==> src/rtl/demux_1_to_4.sv <==
// demux_1_to_4: registered 1-to-4 valid/ready stream demultiplexer.
// One input beat per cycle is steered into one of four single-entry output
// holding registers. A stalled output only blocks beats addressed to it.
// Optional feature macro: DEMUX_1_TO_4_RR_EN
//   undefined : destination comes from i_sel.
//   defined   : destination comes from an internal round-robin pointer that
//               advances on every accept; i_sel is ignored.

module demux_1_to_4 #(
  parameter int WIDTH = 32
) (
  input  logic             i_clk,
  input  logic             i_rst_n,
  input  logic [WIDTH-1:0] i_data,
  input  logic [1:0]       i_sel,
  input  logic             i_valid,
  output logic             o_ready,
  output logic [WIDTH-1:0] o_data0,
  output logic [WIDTH-1:0] o_data1,
  output logic [WIDTH-1:0] o_data2,
  output logic [WIDTH-1:0] o_data3,
  output logic [3:0]       o_valid,
  input  logic [3:0]       i_ready
);

  // Destination index for the beat currently on the input.
  logic [1:0]       w_dest;
  // Addressed slot can take a beat (empty, or being drained this cycle).
  logic             w_ready;
  // Input handshake completes this cycle.
  logic             w_accept;
  // Per-output load and drain strobes.
  logic [3:0]       w_load;
  logic [3:0]       w_drain;

  // Holding registers and their valid flags.
  logic [3:0]       r_valid;
  logic [WIDTH-1:0] r_data [0:3];

`ifdef DEMUX_1_TO_4_RR_EN
  // Round-robin pointer; i_sel has no role in this build.
  logic [1:0] r_ptr;
  logic [1:0] w_unused_sel;

  assign w_unused_sel = i_sel;
  assign w_dest       = r_ptr;

  // Advance the pointer only when a beat is actually taken, so a stalled
  // target holds the pointer (deliberate head-of-line blocking).
  always_ff @(posedge i_clk or negedge i_rst_n) begin
    if (!i_rst_n) begin
      r_ptr <= 2'd0;
    end else if (w_accept) begin
      r_ptr <= r_ptr + 2'd1;
    end
  end
`else
  assign w_dest = i_sel;
`endif

  // Ready depends only on the addressed slot state and its consumer, never
  // on i_valid, so there is no combinational loop through the producer.
  assign w_ready  = ~r_valid[w_dest] | i_ready[w_dest];
  assign w_accept = i_valid & w_ready;
  assign o_ready  = w_ready;

  genvar gi;
  generate
    for (gi = 0; gi < 4; gi++) begin : g_out
      assign w_load[gi]  = w_accept && (w_dest == 2'(gi));
      assign w_drain[gi] = r_valid[gi] & i_ready[gi];

      // Valid flag: a load wins over a drain so a same-cycle replace keeps
      // the slot full and the output runs at full throughput.
      always_ff @(posedge i_clk or negedge i_rst_n) begin
        if (!i_rst_n) begin
          r_valid[gi] <= 1'b0;
        end else if (w_load[gi]) begin
          r_valid[gi] <= 1'b1;
        end else if (w_drain[gi]) begin
          r_valid[gi] <= 1'b0;
        end
      end

      // Data register only changes on a load; a stalled slot never loads
      // because w_ready is low for it.
      always_ff @(posedge i_clk or negedge i_rst_n) begin
        if (!i_rst_n) begin
          r_data[gi] <= '0;
        end else if (w_load[gi]) begin
          r_data[gi] <= i_data;
        end
      end
    end
  endgenerate

  assign o_valid = r_valid;
  assign o_data0 = r_data[0];
  assign o_data1 = r_data[1];
  assign o_data2 = r_data[2];
  assign o_data3 = r_data[3];

endmodule

==> config.mk <==
export PLATFORM = sky130hd
export DESIGN_NAME = demux_1_to_4
export DESIGN_NICKNAME = d
export VERILOG_FILES = /design/src/rtl/demux_1_to_4.sv
export SDC_FILE = /design/constraint.sdc
export NUM_CORES = 1
export LEC_CHECK = 0
export ABC_AREA = 1
export BUFFER_PORTS_ARGS = -buffer_cell sky130_fd_sc_hd__buf_2
export CORE_AREA = 2 2 110 112
export DETAILED_ROUTE_END_ITERATION = 16
export DIE_AREA = 0 0 112 114
export PLACE_DENSITY = 0.79
export REMOVE_ABC_BUFFERS = 1
export SLEW_MARGIN = 20
export SYNTH_ARGS = -nofsm -noshare
export SYNTH_HDL_FRONTEND = slang
export SYNTH_SLANG_ARGS = --single-unit
export TNS_END_PERCENT = 100
==> constraint.sdc <==
create_clock -name i_clk -period 3.7 [get_ports i_clk]
set_clock_uncertainty 0.15 [all_clocks]
set_input_delay 1.11 -clock i_clk [delete_from_list [all_inputs] [get_ports i_clk]]
set_output_delay 1.11 -clock i_clk [all_outputs]
set_load 0.05 [all_outputs]
### Word level (Yosys, flattened, before mapping)

Index checks and enable logic that the tools add are counted.

* bits in registers: 132
* bits of input ports: 41
* output and inout bits: 133
* logic and storage cells: 40

* magnitude comparators: 1
* equality and inequality tests: 3
* multiplexer cells: 12
* bitwise gates (word level): 7
* reductions and logical operators: 9

Operator list (count)
* $mux 1: 10
* $reduce_bool 2->1: 4
* $and 1x1->1: 5
* $bmux 1 s2: 2
* $eq 2x2->1 const B: 2
* $logic_and 1x1->1: 4
* $lt 2x3->1 const B: 1
* $eq 2x1->1 const B: 1
* $logic_not 2->1: 1
* $not 1->1: 1
* $or 1x1->1: 1

### Depth between registers and ports, before layout

* depth after elaboration: 7
* mapped depth: 11
* depth with buffers taken out: 9

### Least setup slack after synthesis

No wires, ideal clock.

* kind: in2out
* start point: input port i_sel[1]
* end point: output port o_ready
* arrival time: 2.018 ns
* data required time: 2.440 ns
* slack: 0.422 ns
* stages on the path: 7
* path buffers: 2
* cell sequence: buf_4 -> nor2_8 -> nand2_1 -> nand2_1 -> nor2_4 -> nand2_8 -> buf_2

* cells in the longest elaborated chain, start to end: 4
* elaborated cells between the ends (all ways): 6
* classes of those cells: mux (4); bitwise (2)

RTL lines
* start, declared: RTL line 15 `input logic [1:0] i_sel,`
* $bmux 1 s2: RTL line 63 `assign w_ready = ~r_valid[w_dest] | i_ready[w_dest];`
* $mux 1 (not written as such): RTL line 63
* $not 1->1: RTL line 63
* $or 1x1->1 *: RTL line 63
* end, declared: RTL line 17 `output logic o_ready,`

Every way passes the cells marked *; elsewhere a longest branch is shown, timed or not. The select of a mux whose other input is x is not followed.

### Final worst setup path

* start point: input port i_sel[0]
* end point: output port o_ready

The elaborated chain is that of the path after synthesis.

==> metrics.md <==
| Metric | Value |
|---|---|
| Status | `finished, final reports clean` |
| Vias in the first global route | `about 5000` |
| I/O pin count | `about 170` |
| Drt drc | `0` |
| Storage cell area | `0.00330 mm2` |
| CP Cell Sequence | `buf_2, inv_2, nand2_1, nand2_1, nand2_1, nand2_2, nand2_8, buf_2` |
| Mapped Avg Cell Area | `9.33 um2` |
| WP data arrival | `about 2.1 ns` |
| Pwr dens | `767 mW/mm2` |
| CTS sink cnt | `between 100 and 150` |
| CTS tree | `done` |
| Peak supply drop | `0.412 mV` |
| Final Net Count | `between 800 and 900` |
| Worst setup SP type | `primary input` |
| Pint | `about 0.0032 W` |
| Area delta synth->final | `26.5%` |
| Final Hold Viols | `0` |
| Comb power frac | `between 30% and 40%` |
| Tmin final | `about 3.3 ns` |
| Crit path buffers/inverters | `3` |
| Leakage | `roughly 4 nW` |
| GRT Resource Usage Total | `about a quarter` |
| Clk_lat worst skew | `roughly 0.41 ns` |
| Root Driver | `clkbuf_16` |
| Max-Slew Margin vs Limit | `around half` |
| Setup repair after global routing missed its margin | `false` |
| # Post-CTS Setup Buffers | `0` |
| Layout cells sized above 1 | `~30%` |
| Clock power share | `roughly a third` |
| Max Clock Freq | `around 300 MHz` |
| First-pass GRT wire length | `about 26000 um` |
| Critical Path Max Stage Delay | `roughly 0.26 ns` |
| Final TNS setup | `0 ns` |
| Starting Density | `between 40% and 50%` |
| Remaining global-route overflow | `0` |
| Synthesis-stage register bit count | `132` |
| Initial DRC count | `about 450` |
| Setup ws final | `0.350 ns` |
| GP Congestion | `0.812` |
| Routed Antenna Nets | `0` |
| Area of the multi-input gates | `0.00199 mm2` |
| Worst-margin pin slew | `roughly 0.73 ns` |
| Antenna Diode Count | `0` |
| Clock slew at reported path FFs | `around 0.060 ns` |
| Place WS | `around 0.35 ns` |
| Slowest-stage cell, CP | `buf_2` |
| Largest net degree at the start of global routing | `~130` |
| Synthesized area | `0.00566 mm2` |
| Routed via count | `roughly 5200` |
| Crit-path max FO | `8` |
| Net load switching power | `around 0.0022 W` |
| Most used cell, CP | `nand2_1` |
| Hold crit path type | `register to register` |
| Synth warnings | `0` |
| Req. time, crit path | `roughly 2.4 ns` |
| Critical path class | `primary input to output port` |
| Max-slew violations | `0` |
| Final period util | `90.5%` |
| # rows | `40` |
| Core Box Area | `~0.012 mm2` |
| Post-Synthesis Cells | `between 600 and 700` |
| Sw frac | `between 40% and 50%` |
| Crit-path leading delay family | `buffers and inverters` |
| Via density | `~5.6` |
| Max-Cap Viols | `0` |
| DR WL/cell | `17.5 um` |
| Routed WL | `between 15000 and 20000 um` |
| Die X | `around 110 um` |
| CTS Hold Bufs | `0` |
| Number of port buffers | `approximately 170` |
| H-tree depth | `4` |
| Die area | `~0.013 mm2` |
| Dpl hpwl | `between 10000 and 15000 um` |
| CTS max path bufs | `2` |
| Final count of negative-setup-slack endpoints | `0` |
| # fillers | `around 1000` |
| Initial antenna violation count | `0` |
| Seq pwr share | `roughly a third` |
| Pre-antenna DRT Iters | `5` |
| PostCTS Resize Cnt | `0` |
| Seq/Total Area, Yosys | `about three fifths` |
| Distinct cells, synth | `20` |
| Die height | `about 110 um` |
| Worst Setup End Kind | `output port` |
| CTS Buf Count | `17` |
## power groups by stage
stage	combinational [W]	clock, W	sequential [W]
global route	0.00194	0.00184	0.00193
global placement	0.00181	0	0.00190
detailed placement	0.00184	0	0.00192
CTS	0.00184	0.00177	0.00190
floorplan	0.000292	0	0.00291
finish	0.00183	0.00175	0.00190
## state kept, by name, summed over array words and instances, names as in the netlist
| register | cells |
|---|---|
| o_data2 | 32 |
| o_data3 | 32 |
| o_data1 | 32 |
| o_data0 | 32 |
| o_valid | 4 |
## Yosys cell counts, drive strengths merged
cell type / number / area, um2
nand4: 128 / 801
clkbuf: 11 / 42.5
inv: 7 / 26.3
buf: 44 / 312
nand3: 7 / 85.1
nor2: 4 / 38.8
nand2: 270 / 1030
dfrtp: 132 / 3300
o21ai: 4 / 20.0
## placed cells by master (no fill, tap or decap)
cell type	n
nand2_1	268
nor2_4	3
nand3_1	3
bufinv_16	4
nand2_8	1
inv_2	1
buf_12	1
clkinvlp_4	1
buf_4	21
clkinv_4	1
nand4_1	128
nand2_2	1
clkbuf_16	17
clkbuf_1	4
inv_1	6
clkinv_2	3
dfrtp_1	132
clkbuf_8	2
nor2_8	1
nand3_4	4
buf_2	171
o21ai_0	4
## metrics by stage
stage	util (%)	hold slack, ns	instances	total power [W]	cell area, um2
after CTS	61.1	0.317	924	0.00552	7160
after global placement	55.8	0.299	892	0.00371	6540
after global routing	61.1	0.329	924	0.00571	7160
after detailed placement	55.8	0.303	892	0.00376	6540
after floorplan	-	0.608	552	0.00321	5310
final	61.1	0.314	924	0.00549	7160
## metal layers
layer,global-route usage (%),vias to the layer above,share of wire (%)
met2,43.2,198,51
met3,7.01,22,7.4
li1,-,2376,-
met1,33.5,2616,41
met4,7.64,0,0.97
met5,0,-,0
## final timing paths
| path | start | to | slack [ns] | cells past startpoint |
|---|---|---|---|---|
| hold reg to reg | o_data0[11] | o_data0[11] | 0.31 | 2 |
| setup reg to reg | o_valid[1] | o_data1[13] | 1.52 | 10 |
| min in group asynchronous | i_rst_n | o_data1[25] | 0.61 | 1 |
| setup / recovery | i_sel[0] | o_ready | 0.35 | 8 |
| hold / removal | o_data0[11] | o_data0[11] | 0.31 | 2 |
| max in group asynchronous | i_rst_n | o_data0[8] | 1.92 | 2 |
## layout make-up
cell class	count	share of cell area, %
multi-input cells	413	27.8
inverters	7	0.367
well taps	147	2.57
clock inverters	9	2.12
clock buffers	23	6.54
flip-flops and latches	132	46.1
repair buffers	193	14.4
## cells by family (layout without fill, tap and decap cells)
group,count (synthesis),after routing,synth area share [%]
AND/OR/NAND/NOR,409,409,34.6
flip-flops,132,132,58.4
buffers and inverters,62,232,6.72
AO/OA/AOI/OAI,4,4,0.354
## worst register-to-register path, delay by kind of cell (launching register included)
family / cells / cell delay, ns
simple gates: 8 / 0.83
buf+inv: 2 / 0.68
flops: 1 / 0.40
No activity file was read; power rests on OpenSTA's default activity.
